**src/rtl/serial_sub_pkg.sv**
```systemverilog
// serial_sub_pkg: shared state type and helpers for the bit-serial subtractor
package serial_sub_pkg;
  typedef enum logic [1:0] {IDLE, RUN, DONE} state_t;
  function automatic int cnt_width(input int w);
    return $clog2(w);
  endfunction
  // Returns {borrow_out, difference} of a - b - bin
  function automatic logic [1:0] fsub(input logic a, input logic b, input logic bin);
    return {(~a & b) | (~(a ^ b) & bin), a ^ b ^ bin};
  endfunction
endpackage

```
**src/rtl/full_subtractor_bit.sv**
```systemverilog
// full_subtractor_bit: one-bit combinational full subtractor
module full_subtractor_bit
  import serial_sub_pkg::*;
(
  input  logic a,
  input  logic b,
  input  logic bin,
  output logic d,
  output logic bout
);
  assign {bout, d} = fsub(a, b, bin);
endmodule

```
**src/rtl/serial_ripple_subtractor.sv**
```systemverilog
// serial_ripple_subtractor: LSB-first bit-serial a - b - bin with start/done handshake
module serial_ripple_subtractor
  import serial_sub_pkg::*;
#(
  parameter int WIDTH = 4
) (
  input  logic             clk,
  input  logic             rst,
  input  logic             start,
  input  logic [WIDTH-1:0] a,
  input  logic [WIDTH-1:0] b,
  input  logic             bin,
  output logic             busy,
  output logic             done,
  output logic [WIDTH-1:0] diff,
  output logic             borrow
);
  localparam int CNT_W = cnt_width(WIDTH);
  state_t state;
  logic [WIDTH-1:0] a_sr, b_sr, d_next;
  logic [WIDTH-2:0] d_sr;
  logic [CNT_W-1:0] cnt;
  logic br, d, bout;
  full_subtractor_bit u_fs (.a(a_sr[0]), .b(b_sr[0]), .bin(br), .d(d), .bout(bout));
  // d_sr holds the bits finished so far; the current bit completes the word
  assign d_next = {d, d_sr};
  always_ff @(posedge clk or posedge rst) begin
    if (rst) begin
      state  <= IDLE;
      a_sr   <= '0;
      b_sr   <= '0;
      d_sr   <= '0;
      cnt    <= '0;
      br     <= 1'b0;
      busy   <= 1'b0;
      done   <= 1'b0;
      diff   <= '0;
      borrow <= 1'b0;
    end else begin
      case (state)
        IDLE: if (start) begin
          state <= RUN;
          a_sr  <= a;
          b_sr  <= b;
          br    <= bin;
          cnt   <= '0;
          busy  <= 1'b1;
        end
        RUN: begin
          a_sr <= a_sr >> 1;
          b_sr <= b_sr >> 1;
          d_sr <= d_next[WIDTH-1:1];
          br   <= bout;
          cnt  <= cnt + 1'b1;
          if (cnt == CNT_W'(WIDTH - 1)) begin
            state  <= DONE;
            diff   <= d_next;
            borrow <= bout;
            busy   <= 1'b0;
            done   <= 1'b1;
          end
        end
        default: begin
          state <= IDLE;
          done  <= 1'b0;
        end
      endcase
    end
  end
endmodule

```
**config.mk**
```make
export PLATFORM = sky130hd
export DESIGN_NAME = serial_ripple_subtractor
export DESIGN_NICKNAME = d
export VERILOG_FILES = /design/src/rtl/serial_sub_pkg.sv /design/src/rtl/full_subtractor_bit.sv /design/src/rtl/serial_ripple_subtractor.sv
export SDC_FILE = /design/constraint.sdc
export NUM_CORES = 1
export LEC_CHECK = 0
export CORE_MARGIN = 3
export CORE_UTILIZATION = 50
export DETAILED_ROUTE_END_ITERATION = 10
export PLACE_DENSITY = 0.77
export SETUP_SLACK_MARGIN = 0.2
export SYNTH_ARGS = -nofsm -noshare
export SYNTH_HDL_FRONTEND = slang
export SYNTH_HIERARCHICAL = 1
export SYNTH_SLANG_ARGS = --single-unit
```
**constraint.sdc**
```tcl
create_clock -name clk -period 2 [get_ports clk]
set_clock_uncertainty 0.2 [all_clocks]
set_input_delay 0.4 -clock clk [delete_from_list [all_inputs] [get_ports clk]]
set_output_delay 0.4 -clock clk [all_outputs]
set_load 0.05 [all_outputs]
```
==> results of run 1 <==
[worst max-delay path, delay by kind of cell, from the launching register on]
| family | cells | cell delay, ps |
|---|---|---|
| flip-flops | 1 | 580 |
| multiplexers | 1 | 310 |
| AND/OR/NAND/NOR | 2 | 380 |
[sequential cells by signal (all words and copies together), names as in the netlist]
register  cells
a_sr          4
state         2
done          1
busy          1
b_sr          4
diff          4
br            1
cnt           2
d_sr          3
borrow        1
[cell usage in the layout (no fill, tap or decap)]
cell type        netlist  layout
clkbuf_4               0       3
fa_1                   1       1
inv_1                 10      10
nand3b_1               4       4
o22a_1                 1       1
nand2_1               12      12
ha_1                   1       1
o221a_2                3       3
mux2i_1                1       1
o21a_1                 3       3
a21oi_1                2       2
clkdlybuf4s50_1        0      11
a32oi_1                3       3
nor2_1                 8       8
nand2_4                1       1
nand2b_1               1       1
clkinv_2               0       1
nor2_2                 1       1
buf_4                  1      10
nor2b_1                1       1
o21ai_0                8       8
dfrtp_1               23      23
mux2_4                 5       5
nor3b_1                1       1
nor2b_4                1       1
[worst min path at each step]
stage	startpoint	to	slack (ps)	depth (start not counted)
2_1_floorplan	rst	a_sr[0]	200	1
3_3_place_gp	d_sr[0]	d_sr[0]	260	2
3_5_place_dp	a_sr[1]	a_sr[1]	280	1
4_1_cts	rst	diff[0]	220	3
5_1_grt	rst	diff[2]	240	3
6_report	rst	br	210	3
[final cells by class]
cell class,count,area (um^2),area share
Inverter,10,37.54,0.02950
Sequential cell,23,575.6,0.4523
Multi-Input combinational cell,58,415.4,0.3265
Timing Repair Buffer,21,185.2,0.1455
Clock buffer,3,22.52,0.01770
Tap cell,25,31.28,0.02458
Clock inverter,1,5.005,0.003933
[through the flow]
stage | instances | cell area (um^2)
after global routing | 141 | 1272
final | 141 | 1272
after detailed placement | 137 | 1245
after global placement | 137 | 1245
after CTS | 141 | 1272
after floorplan | 94 | 1046
[power groups by stage]
stage                     sequential [mW]  clock [mW]  combinational [mW]
after detailed placement            0.871           0                1.08
after CTS                           0.861       0.220                1.08
after global placement              0.854           0                1.05
after global routing                0.890       0.234                1.19
final                               0.856       0.210                1.07
after floorplan                      1.04           0               0.623
[routing by layer]
metal / part of all wire / global-route usage / vias to the layer above / wire length (um)
met5: 0 / 0 / - / 0
met4: 0.033 / 0.1179 / 0 / 59
met3: 0.043 / 0.02579 / 5 / 78
met2: 0.48 / 0.2860 / 21 / 867
met1: 0.44 / 0.2094 / 369 / 798
li1: - / - / 359 / -
[cell families after synthesis]
group	Yosys count	share of synthesized area
and+or+nand+nor	30	0.1495
buffers and inverters	13	0.05264
DFF	23	0.5502
AOI/OAI and AO/OA	20	0.1352
muxes	6	0.08134
adders and majority gates	2	0.03110
==> flow_metrics.env, run 1 <==
export IMPL_synth_avg_cell_area_um2=11.13
export IMPL_postSynth_asyncResetShare=1.000
export IMPL_r2r_slack_ps=410
export IMPL_synth_cell_types=23
export IMPL_yosys_cell_count_top_type="dfrtp_1"
export IMPL_maxCapViolCount=0
export IMPL_critPathRequiredTime_ps=2000
export IMPL_slowest_stage="dfrtp_1"
export IMPL_worstPathMaxFanout=15
export IMPL_coreArea_um2=1839
export IMPL_vias_per_cell=5.348
export IMPL_rr_worst_depth=3
export IMPL_period_needed_ps=1588
export IMPL_fillers=155
export IMPL_numClockSinks=23
export IMPL_die_area_um2=2677
export IMPL_switching_share=0.4255
export IMPL_dpl_hpwl_mm=1.363
export IMPL_fin_util=0.6918
export IMPL_rsz0062_at_grt="false"
export IMPL_clk_latency_ps=310
export IMPL_critPathLaunch="state[1]"
export IMPL_routedWlPerCell_um=12.79
export IMPL_r2r_start="state[1]"
export IMPL_slowest_delay_ps=580
export IMPL_crit_arrival_ps=1590
export IMPL_grt_overflow=0
export IMPL_ys_seq_area_frac=0.5502
export IMPL_nets=131
export IMPL_port_buffers=18
export IMPL_antenna_left=0
export IMPL_dp_slack_ps=121.0
export IMPL_intPower_mw=1.228
export IMPL_p_switching_mw=0.9097
export IMPL_synth_top_area_frac=0.5502
export IMPL_cts_root_buf="clkbuf_4"
export IMPL_synth_seq_cells=23
export IMPL_r2r_end="diff[3]"
export IMPL_hold_worst_slack_ps=213.5
export IMPL_hp_class="input pin to async pin"
export IMPL_synth_flop_cell="dfrtp_1"
export IMPL_outcome="complete, no violations"
export IMPL_path_clk_slew_ps=120
export IMPL_synth_edf_count=0
export IMPL_pwr_share_seq=0.400
export IMPL_htree_levels=1
export IMPL_leakagePower_nw=0.6287
export IMPL_power_share_clock=0.098
export IMPL_slew_viol_final=0
export IMPL_routabilityCongestion=0.7780
export IMPL_yosysTopAreaCell="dfrtp_1"
export IMPL_fp_row_count=15
export IMPL_synthCells=94
export IMPL_irDropWorstVdd_mv=1.068
export IMPL_n_antenna_cell=0
export IMPL_postCtsResizedCells=0
export IMPL_p_per_area_nw_per_um2=1680
export IMPL_antenna_found_initial=0
export IMPL_hold_viol=0
export IMPL_die_x_um=51.74
export IMPL_synth_fp_nets=108
export IMPL_fmaxAchievable_ghz=0.6296
export IMPL_worst_pin_slew_ps=506.0
export IMPL_syn_area_um2=1046
export IMPL_first_pass_iters=4
export IMPL_tns_ps=0
export IMPL_post_cts_setup_buffers=0
export IMPL_p_comb_frac=0.502
export IMPL_critPathLaunchType="flop"
export IMPL_cts_tree="done"
export IMPL_die_y_um=51.74
export IMPL_setup_viol=0
export IMPL_synth_warnings=6
export IMPL_endpoint="diff[3]"
export IMPL_crit_chain="nor2b_4, nand2_4, mux2_4"
export IMPL_grt_pass1_wl_mm=3.312
export IMPL_drt_initial_drc_count=17
export IMPL_layout_setup_ws_ps=411.8
export IMPL_worst_setup_path_end_kind="flop"
export IMPL_ctsLongestPathBuffers=2
export IMPL_crit_type="flop to flop"
export IMPL_netlist_top_cells_area="dfrtp_1 (55%), mux2_4 (7.2%), nand2_1 (4.3%)"
export IMPL_finalPower_mw=2.138
export IMPL_first_global_vias=765
export IMPL_slew_headroom=0.6627
export IMPL_min_period_over_period=0.7941
export IMPL_track_usage=0.1739
export IMPL_wirelength_mm=1.803
export IMPL_cts_hold_buffers=0
export IMPL_synthTopCellsByCount="dfrtp_1 (23), nand2_1 (12), inv_1 (10)"
export IMPL_grt_max_degree=24
export IMPL_io_pins=19
export IMPL_drc_errors=0
export IMPL_num_vias=754
export IMPL_area_growth_pct=21.65
export IMPL_start_util=0.5687
export IMPL_drive_above_1_share=0.2155
export IMPL_numCtsBuffers=3
No activity file was read; power rests on OpenSTA's default activity.
==> run 2: changes to the inputs <==
clock period = 1.56 ns   (was 2 ns; I/O delays follow)
==> run 2 against run 1 <==
- first-iteration DRC count decreased by 35%
- clock-buffer cell count is the same
- power rose by 68%
- largest cell class unchanged
- critical path type unchanged
- setup slack worse by 390 ps
- die area did not move
- largest power group unchanged
- utilization grew 17 points
==> flow_metrics.env, run 2 (same netlist as run 1, synthesis figures left out) <==
export IMPL_hold_worst_slack_ps=124.6
export IMPL_finalPower_mw=3.583
export IMPL_port_buffers=18
export IMPL_cts_hold_buffers=0
export IMPL_pwr_share_seq=0.321
export IMPL_ctsLongestPathBuffers=2
export IMPL_drive_above_1_share=0.4265
export IMPL_dp_slack_ps=-101.0
export IMPL_leakagePower_nw=0.7592
export IMPL_stdcell_count=161
export IMPL_maxCapViolCount=0
export IMPL_period_needed_ps=1536
export IMPL_final_common_cell="dfrtp_1"
export IMPL_die_area_um2=2677
export IMPL_antenna_found_initial=0
export IMPL_worst_pin_slew_ps=284.3
export IMPL_coreArea_um2=1839
export IMPL_cts_tree="done"
export IMPL_crit_type="flop to flop"
export IMPL_layout_setup_ws_ps=24.46
export IMPL_irDropWorstVdd_mv=1.422
export IMPL_area_growth_pct=50.96
export IMPL_num_vias=867
export IMPL_numClockSinks=23
export IMPL_intPower_mw=2.165
export IMPL_grt_overflow=0
export IMPL_reg_top3="a_sr: 4 flops, b_sr: 4 flops, diff: 4 flops"
export IMPL_switching_share=0.3957
export IMPL_drt_initial_drc_count=11
export IMPL_cts_root_buf="clkbuf_4"
export IMPL_critPathRequiredTime_ps=1630
export IMPL_io_pins=19
export IMPL_dpl_hpwl_mm=1.464
export IMPL_final_cell_mix="dfrtp_1 (21), buf_4 (20), nand2_1 (11), clkdlybuf4s50_1 (11), o21ai_0 (8)"
export IMPL_path_clk_slew_ps=130
export IMPL_fp_row_count=15
export IMPL_multi_input_area_um2=470.5
export IMPL_antenna_left=0
export IMPL_fillers=101
export IMPL_routabilityCongestion=0.7863
export IMPL_crit_arrival_ps=1600
export IMPL_htree_levels=1
export IMPL_register_area_um2=578.1
export IMPL_place_inst=142
export IMPL_fmaxAchievable_ghz=0.6512
export IMPL_outcome="complete, no violations"
export IMPL_p_switching_mw=1.418
export IMPL_routedWlPerCell_um=14.12
export IMPL_first_global_vias=843
export IMPL_wirelength_mm=2.273
export IMPL_rr_worst_depth=6
export IMPL_power_share_clock=0.078
export IMPL_drc_errors=0
export IMPL_worstPathMaxFanout=2
export IMPL_p_comb_frac=0.601
export IMPL_vias_per_cell=5.385
export IMPL_slew_viol_final=0
export IMPL_nets=151
export IMPL_grt_max_degree=24
export IMPL_first_pass_iters=4
export IMPL_hp_class="input pin to async pin"
export IMPL_clk_latency_ps=310
export IMPL_min_period_over_period=0.9843
export IMPL_start_util=0.5687
export IMPL_critPathLaunchType="flop"
export IMPL_fin_util=0.8585
export IMPL_slew_headroom=0.8105
export IMPL_setup_viol=0
export IMPL_track_usage=0.1740
export IMPL_rsz0062_at_grt="true"
export IMPL_n_antenna_cell=0
export IMPL_worst_setup_path_end_kind="flop"
export IMPL_die_x_um=51.74
export IMPL_numCtsBuffers=3
export IMPL_hold_viol=0
export IMPL_die_y_um=51.74
export IMPL_grt_pass1_wl_mm=3.519
export IMPL_p_per_area_nw_per_um2=2269
[run 2: cell types whose count changed in the layout (fill, tap and decap cells not counted), sizes merged]
cell	delta
buf	+20
[run 2: final timing paths]
check | from | end | slack (ps)
worst max register to register | br | br | 20
min in group clk | d_sr[0] | d_sr[0] | 290
worst min register to register | d_sr[0] | d_sr[0] | 290
worst max-delay path | br | br | 20
max in group asynchronous | rst | state[0] | 790
worst min-delay path | rst | br | 120
[run 2: worst max-delay path, cell delays in order (launching register included)]
cell and delay [ps]:
dfrtp_1 400, inv_2 50, fa_2 380, inv_2 70, nor2_1 50, a32oi_1 190, o21a_1 150
[run 2: area by class of cell]
| type | count | area share |
|---|---|---|
| Sequential cell | 23 | 0.3661 |
| Inverter | 10 | 0.02377 |
| Clock inverter | 1 | 0.003170 |
| Multi-Input combinational cell | 58 | 0.2979 |
| Clock buffer | 3 | 0.01426 |
| Timing Repair Buffer | 41 | 0.2750 |
| Tap cell | 25 | 0.01981 |
[run 2: per-layer routing]
layer | GRT usage | part of all wire
met4 | 0.07860 | 0.030
met2 | 0.2966 | 0.49
met3 | 0.03438 | 0.051
met1 | 0.2116 | 0.43
met5 | 0 | 0
[run 2: power groups by stage]
stage / clock network [mW] / registers (mW) / logic (mW)
floorplan: 0 / 1.33 / 0.801
global placement: 0 / 1.11 / 1.66
detailed placement: 0 / 1.12 / 1.72
CTS: 0.278 / 1.13 / 1.93
global route: 0.313 / 1.18 / 2.30
finish: 0.280 / 1.15 / 2.15
[run 2: stage by stage]
stage	TNS, ps	cell area, um^2
after global routing	0	1579
after global placement	-270.4	1370
after floorplan	0	1046
after CTS	0	1484
after detailed placement	-588.2	1370
final	0	1579
[run 2: timing repair]
item                       in CTS  in global routing
gates cloned                    0                  0
buffers inserted                8                  7
setup endpoints to repair      21                 23
pin swaps                       3                  7
resized for setup              10                 11
==> run 3: changes to the inputs <==
HOLD_SLACK_MARGIN = 0.06   (was unset)
==> results of run 3 <==
Same layout as run 2: the final DEF is identical, and so are final timing and power.
